[src/rtl/udp_rx_packer_if.sv]
// udp_rx_packer_if: bundles the byte-stream input and the packed-packet output
// of udp_rx_packer.
//   udp_rec_data_valid / udp_rec_rdata : incoming UDP payload byte stream
//   rx_data / rx_data_length           : packed packet and its byte count
//   rx_data_valid / rx_data_ready      : output handshake
//   rx_truncated                       : presented packet overflowed capacity
//   rx_drop_cnt                        : saturating count of dropped packets
// master = stream source / packet consumer, slave = the packer.
interface udp_rx_packer_if #(
    parameter int MAX_BYTES = 120
);
    logic                   udp_rec_data_valid;
    logic [7:0]             udp_rec_rdata;
    logic [MAX_BYTES*8-1:0] rx_data;
    logic [15:0]            rx_data_length;
    logic                   rx_data_valid;
    logic                   rx_data_ready;
    logic                   rx_truncated;
    logic [7:0]             rx_drop_cnt;

    modport master (
        output udp_rec_data_valid, udp_rec_rdata, rx_data_ready,
        input  rx_data, rx_data_length, rx_data_valid, rx_truncated, rx_drop_cnt
    );

    modport slave (
        input  udp_rec_data_valid, udp_rec_rdata, rx_data_ready,
        output rx_data, rx_data_length, rx_data_valid, rx_truncated, rx_drop_cnt
    );
endinterface

[src/rtl/udp_rx_packer.sv]
// udp_rx_packer: packs a contiguous burst of UDP payload bytes into one wide
// word (first byte in the MSBs) and presents it with a valid/ready handshake.
// Packets that arrive while the previous one is still presented are dropped
// whole and counted.
// Ports:
//   rgmii_clk : sole clock, rising edge
//   rst       : asynchronous, active-high reset
//   bus       : udp_rx_packer_if.slave (byte stream in, packed packet out)
//
// state | meaning
// ------+-----------------------------------------------------------
// IDLE  | waiting for the first byte of a new packet
// RECV  | accumulating payload bytes into the packing register
// HOLD  | packet presented on rx_data, waiting for rx_data_ready
module udp_rx_packer #(
    parameter int MAX_BYTES = 120
) (
    input  logic           rgmii_clk,
    input  logic           rst,
    udp_rx_packer_if.slave bus
);
    localparam int          DW  = MAX_BYTES * 8;
    localparam logic [15:0] CAP = 16'(MAX_BYTES);

    typedef enum logic [1:0] {
        IDLE = 2'd0,
        RECV = 2'd1,
        HOLD = 2'd2
    } state_t;

    state_t          r_state;
    state_t          w_next;
    logic [DW-1:0]   r_data;
    logic [15:0]     r_count;
    logic [15:0]     r_len;
    logic            r_trunc_flag;
    logic            r_trunc;
    logic            r_drop_active;
    logic [7:0]      r_drop_cnt;

    logic            w_vld;
    logic            w_start;
    logic            w_recv_byte;
    logic            w_end;
    logic            w_drop_rise;

    assign w_vld       = bus.udp_rec_data_valid;
    // The tail of a dropped packet must never look like a new packet.
    assign w_start     = (r_state == IDLE) && w_vld && !r_drop_active;
    assign w_recv_byte = (r_state == RECV) && w_vld;
    assign w_end       = (r_state == RECV) && !w_vld;
    assign w_drop_rise = (r_state == HOLD) && w_vld && !r_drop_active;

    always_ff @(posedge rgmii_clk or posedge rst) begin
        if (rst) begin
            r_state <= IDLE;
        end else begin
            r_state <= w_next;
        end
    end

    always_comb begin
        w_next = r_state;
        case (r_state)
            IDLE:    if (w_start)           w_next = RECV;
            RECV:    if (!w_vld)            w_next = HOLD;
            HOLD:    if (bus.rx_data_ready) w_next = IDLE;
            default:                        w_next = IDLE;
        endcase
    end

    always_ff @(posedge rgmii_clk or posedge rst) begin
        if (rst) begin
            r_data        <= '0;
            r_count       <= '0;
            r_len         <= '0;
            r_trunc_flag  <= 1'b0;
            r_trunc       <= 1'b0;
            r_drop_active <= 1'b0;
            r_drop_cnt    <= '0;
        end else begin
            if (w_start) begin
                r_data       <= {bus.udp_rec_rdata, {(DW-8){1'b0}}};
                r_count      <= 16'd1;
                r_trunc_flag <= 1'b0;
            end else if (w_recv_byte) begin
                // Slot select by compare keeps every part-select constant.
                for (int i = 1; i < MAX_BYTES; i++) begin
                    if (r_count == 16'(i)) begin
                        r_data[DW-1-8*i -: 8] <= bus.udp_rec_rdata;
                    end
                end
                if (r_count >= CAP) begin
                    r_trunc_flag <= 1'b1;
                end
                if (r_count != 16'hFFFF) begin
                    r_count <= r_count + 16'd1;
                end
            end

            if (w_end) begin
                r_len   <= r_count;
                r_trunc <= r_trunc_flag;
            end

            // Any byte seen in HOLD marks the whole burst as dropped until
            // the stream goes idle.
            r_drop_active <= w_vld && (r_drop_active || (r_state == HOLD));

            if (w_drop_rise && (r_drop_cnt != 8'hFF)) begin
                r_drop_cnt <= r_drop_cnt + 8'd1;
            end
        end
    end

    assign bus.rx_data        = r_data;
    assign bus.rx_data_length = r_len;
    assign bus.rx_data_valid  = (r_state == HOLD);
    assign bus.rx_truncated   = r_trunc;
    assign bus.rx_drop_cnt    = r_drop_cnt;
endmodule

[src/flat_wrapper.sv]
// flat-port wrapper written by rule: the top's interface ports become plain ports
module udp_rx_packer_flat 
#(
    parameter int MAX_BYTES = 120
)
  (rgmii_clk, rst, bus_udp_rec_data_valid, bus_udp_rec_rdata, bus_rx_data_ready, bus_rx_data, bus_rx_data_length, bus_rx_data_valid, bus_rx_truncated, bus_rx_drop_cnt);
  udp_rx_packer_if #(.MAX_BYTES(MAX_BYTES)) bus_i ();
  input  logic rgmii_clk;
  input  logic rst;
  input wire logic [$bits(bus_i.udp_rec_data_valid)-1:0] bus_udp_rec_data_valid;
  input wire logic [$bits(bus_i.udp_rec_rdata)-1:0] bus_udp_rec_rdata;
  input wire logic [$bits(bus_i.rx_data_ready)-1:0] bus_rx_data_ready;
  output wire logic [$bits(bus_i.rx_data)-1:0] bus_rx_data;
  output wire logic [$bits(bus_i.rx_data_length)-1:0] bus_rx_data_length;
  output wire logic [$bits(bus_i.rx_data_valid)-1:0] bus_rx_data_valid;
  output wire logic [$bits(bus_i.rx_truncated)-1:0] bus_rx_truncated;
  output wire logic [$bits(bus_i.rx_drop_cnt)-1:0] bus_rx_drop_cnt;
  assign bus_i.udp_rec_data_valid = bus_udp_rec_data_valid;
  assign bus_i.udp_rec_rdata = bus_udp_rec_rdata;
  assign bus_i.rx_data_ready = bus_rx_data_ready;
  assign bus_rx_data = bus_i.rx_data;
  assign bus_rx_data_length = bus_i.rx_data_length;
  assign bus_rx_data_valid = bus_i.rx_data_valid;
  assign bus_rx_truncated = bus_i.rx_truncated;
  assign bus_rx_drop_cnt = bus_i.rx_drop_cnt;
  udp_rx_packer #(.MAX_BYTES(MAX_BYTES)) u_core (.rgmii_clk(rgmii_clk), .rst(rst), .bus(bus_i));
endmodule
[config.mk]
export PLATFORM = sky130hd
export DESIGN_NAME = udp_rx_packer_flat
export DESIGN_NICKNAME = d
export VERILOG_FILES = /design/src/rtl/udp_rx_packer_if.sv /design/src/rtl/udp_rx_packer.sv /design/src/flat_wrapper.sv
export SDC_FILE = /design/constraint.sdc
export NUM_CORES = 2
export LEC_CHECK = 0
export ABC_AREA = 1
export CAP_MARGIN = 30
export CORE_ASPECT_RATIO = 2
export CORE_MARGIN = 5
export CORE_UTILIZATION = 25
export DETAILED_ROUTE_END_ITERATION = 7
export GPL_ROUTABILITY_DRIVEN = 0
export GPL_TIMING_DRIVEN = 0
export SLEW_MARGIN = 15
export SYNTH_ARGS = -nofsm -noshare
export SYNTH_HDL_FRONTEND = slang
export SYNTH_SLANG_ARGS = --single-unit
[constraint.sdc]
create_clock -name rgmii_clk -period 57.6 [get_ports rgmii_clk]
set_input_delay 11.52 -clock rgmii_clk [delete_from_list [all_inputs] [get_ports rgmii_clk]]
set_output_delay 11.52 -clock rgmii_clk [all_outputs]
set_load 0.02 [all_outputs]
==> results.cfg <==
[status]
outcome = finished clean

[clock_network]
numCtsBuffers = 93
cts.htree.levels = 3
tritoncts = done
post_cts_sizing = 0
insertion_delay_ns = 0.69
post_cts_hold_buffer_count = 0
clk_pin_slew_worst_paths_ns = 0.07
post_cts_buffers = 0
root_buf_cell = sky130_fd_sc_hd__clkbuf_16
clock_sink_count = 1005
ctsLongestPathBuffers = 3

[setup_path]
r2r-end = u_core.bus.rx_data[15]
critical_path.reg2reg.startpoint = u_core.r_count[9]
worst_r2r_path_depth = 9
critPathKind = input pin to flop
critical-path-max-stage-delay_ns = 0.61
startpoint_kind_of_the_worst_setup_timing_path = input pin
buf_inv_on_cp = 5
cp-startpoint = bus_udp_rec_data_valid
critPathRequiredTime_ns = 58.12
timing.critical_path.max_delay_family = buffers and inverters
cp_num_cells = 9
worst_path_max_delay_cell = sky130_fd_sc_hd__clkbuf_1
worstPathArrival_ns = 14.72
end_of_the_critical_path = u_core.bus.rx_data[271]
path_cells = clkdlybuf4s50_1, nand2_1, nor2_4, nor2_1, inv_1, buf_8, buf_2, clkbuf_1, o21ai_0
r2r_setup_slack_ns = 54.27
critical_path.max_fanout = 10
crit_path_end_kind = flop

[yosys]
synth.distinct_cells = 27
synth-seq-area-share = 0.643
synthArstFlopShare = 1.00
synth-main-ff-cell = sky130_fd_sc_hd__dfrtp_1
netlist_top_cells_area = sky130_fd_sc_hd__dfrtp_1, sky130_fd_sc_hd__nand3_1, sky130_fd_sc_hd__o21ai_0, sky130_fd_sc_hd__o21ai_1, sky130_fd_sc_hd__clkbuf_1
synthesis.instances = 3873
yosysMostFrequentCell = sky130_fd_sc_hd__dfrtp_1
mappedNetlistNets = 3890
mean_syn_cell_area_um2 = 10.1
synth_largest_type_area_fraction = 0.643
post_synth_most_frequent_cells = sky130_fd_sc_hd__dfrtp_1, sky130_fd_sc_hd__nand3_1, sky130_fd_sc_hd__o21ai_0, sky130_fd_sc_hd__o21ai_1
synth-seq-cells = 1005
number_of_enable_type_register_cells_in_the_synthesized_netlist = 0
post-synth-top-area-cell = sky130_fd_sc_hd__dfrtp_1
synth.cell_area_um2 = 39100
synth_warnings = 0

[power_and_ir_drop]
power.ir.vdd_worst_mv = 0.0258
p_total_mw = 1.88
p_leak_nw = 22.8
pd_cells_nw_per_um2 = 34.0

[placement]
dpl_cell_area_um2 = 52200
port_buffer_cells = 997
post-dp-hpwl_um = 145000

[timing]
worst_pin_slew_ns = 0.985
fmaxAchievable_ghz = 0.0704
fin_tns_setup_ns = 0
clock_skew_after_layout_ns = 0.0313
setup_viol = 0
setup_repair_after_global_routing_missed_its_margin = no
crit_share_post_route = 0.246
report.final.hold_viol_count = 0
finalCriticalPeriod_ns = 14.20
maxSlewHeadroom = 0.343
drv_slew = 0

[global_routing]
largest_net_degree_at_the_start_of_global_routing = 111
grt-ovfl-total = 0
first_global_vias = 35567
grt_pass1_wl_um = 268000
antenna_found_initial = 15
groute.usage.overall = 0.223

[flow_run]
maxCapViolations = 0

[final_layout]
finalCoreUtilization = 0.356
area_growth_pct = 41.8
num-fill-cells = 15939
final_nets = 5002
final_layout_size_suffix_gt1_frac = 0.0721
finish.instance_area_um2 = 55500

[detailed_routing]
detailroute.via_count = 35507
detail_route.drc_violations = 0
detail_route.wirelength_um = 191000
route.detailed.wl_per_inst_um = 26.7
iteration_count_of_the_initial_detailed_routing_pass = 5
drtAntennaViolNets = 0
drtIter0Drc = 2595
detail_route.vias_per_cell = 4.97

[die]
starting_density_of_the_core = 0.251
dieHeight_um = 569
die_width_um = 290
total_i_o_pin_count = 998
placeable_core_region_um2 = 156000
floorplan.die_area_um2 = 165000
row_count = 205

[hold_path]
holdCritPathClass = flop to flop
where the power goes:
group | total [mW] | switching [mW] | internal [mW]
sequential | 0.749 | 0.0190 | 0.730
combinational | 0.465 | 0.373 | 0.0922
clock | 0.670 | 0.296 | 0.374
total | 1.88 | 0.688 | 1.20
worst min path at each step:
stage / from / end / slack (ns) / cells past startpoint
3_3_place_gp: u_core.bus.rx_data[451] / u_core.bus.rx_data[451] / 0.46 / 2
2_1_floorplan: u_core.r_trunc_flag / u_core.r_trunc_flag / 0.49 / 2
5_1_grt: u_core.bus.rx_data[451] / u_core.bus.rx_data[451] / 0.51 / 2
4_1_cts: u_core.bus.rx_data[448] / u_core.bus.rx_data[448] / 0.49 / 2
6_report: u_core.bus.rx_data[448] / u_core.bus.rx_data[448] / 0.48 / 2
3_5_place_dp: u_core.bus.rx_data[450] / u_core.bus.rx_data[450] / 0.47 / 2
cell families after synthesis:
| logic type | after synthesis | share of synthesized area |
|---|---|---|
| buffers and inverters | 420 | 0.0443 |
| and+or+nand+nor | 1465 | 0.185 |
| DFF | 1005 | 0.643 |
| adders and majority gates | 5 | 0.00160 |
| xor gates and xnor gates | 8 | 0.00179 |
| AOI/OAI and AO/OA | 970 | 0.124 |
stage by stage:
stage                     cells  worst slack (ns)  hold WS [ns]
after CTS                  7132             43.36         0.486
after floorplan            3873             17.80         0.489
after detailed placement   6960             42.61         0.466
after global routing       7133             43.16         0.509
after global placement     6940              6.23         0.461
final                      7139             43.40         0.483
per-layer routing:
metal  global-route usage  part of all wire  vias to the layer above
met5                    0           0.00019                        -
met4                0.102             0.054                        6
met3               0.0733             0.095                      364
met2                0.384              0.49                     1522
met1                0.248              0.36                    17840
li1                     -                 -                    15775
state kept, by name (all words and copies together), names as in the netlist:
register and count:
u_core.bus.rx_data 960, u_core.bus.rx_data_length 16, u_core.r_count 16, u_core.bus.rx_drop_cnt 8
u_core.r_state 2, u_core.bus.rx_truncated 1, u_core.r_drop_active 1, u_core.r_trunc_flag 1
cell type report:
cell class                 instances  area [um^2]  share of cell area
buffer                           358         1510              0.0272
antenna                            7         17.5            0.000316
clock buffer                     131         2670              0.0482
sequential                      1005        25100               0.454
timing repair buffer            1017        10400               0.188
tap                             2070         2590              0.0467
clock inverter                    41          584              0.0105
inverter                          62          243             0.00438
multi-input combinational       2448        12300               0.221
layout by cell type, fill, tap and decap left out, types with 12 or more instances in the layout:
cell / synthesis / routed
sky130_fd_sc_hd__nand2_2: 2 / 16
sky130_fd_sc_hd__buf_16: 0 / 12
sky130_fd_sc_hd__dfrtp_1: 1005 / 1005
sky130_fd_sc_hd__nand2_1: 245 / 231
sky130_fd_sc_hd__buf_2: 78 / 79
sky130_fd_sc_hd__clkdlybuf4s50_1: 0 / 997
sky130_fd_sc_hd__nand3_2: 62 / 62
sky130_fd_sc_hd__clkbuf_16: 0 / 95
sky130_fd_sc_hd__nor2_1: 113 / 113
sky130_fd_sc_hd__buf_1: 24 / 23
sky130_fd_sc_hd__clkbuf_8: 0 / 16
sky130_fd_sc_hd__inv_1: 54 / 53
sky130_fd_sc_hd__o21ai_1: 464 / 464
sky130_fd_sc_hd__clkbuf_1: 245 / 256
sky130_fd_sc_hd__o21ai_0: 502 / 502
sky130_fd_sc_hd__nand3_1: 971 / 971
sky130_fd_sc_hd__nor3_1: 55 / 55
worst min-delay path, cell delays in order, from the launching register on:
cell,delay [ns]
sky130_fd_sc_hd__dfrtp_1,0.35
sky130_fd_sc_hd__nand2_1,0.05
sky130_fd_sc_hd__nand2_1,0.05
Note: power is estimated with default switching activity, not from simulation.
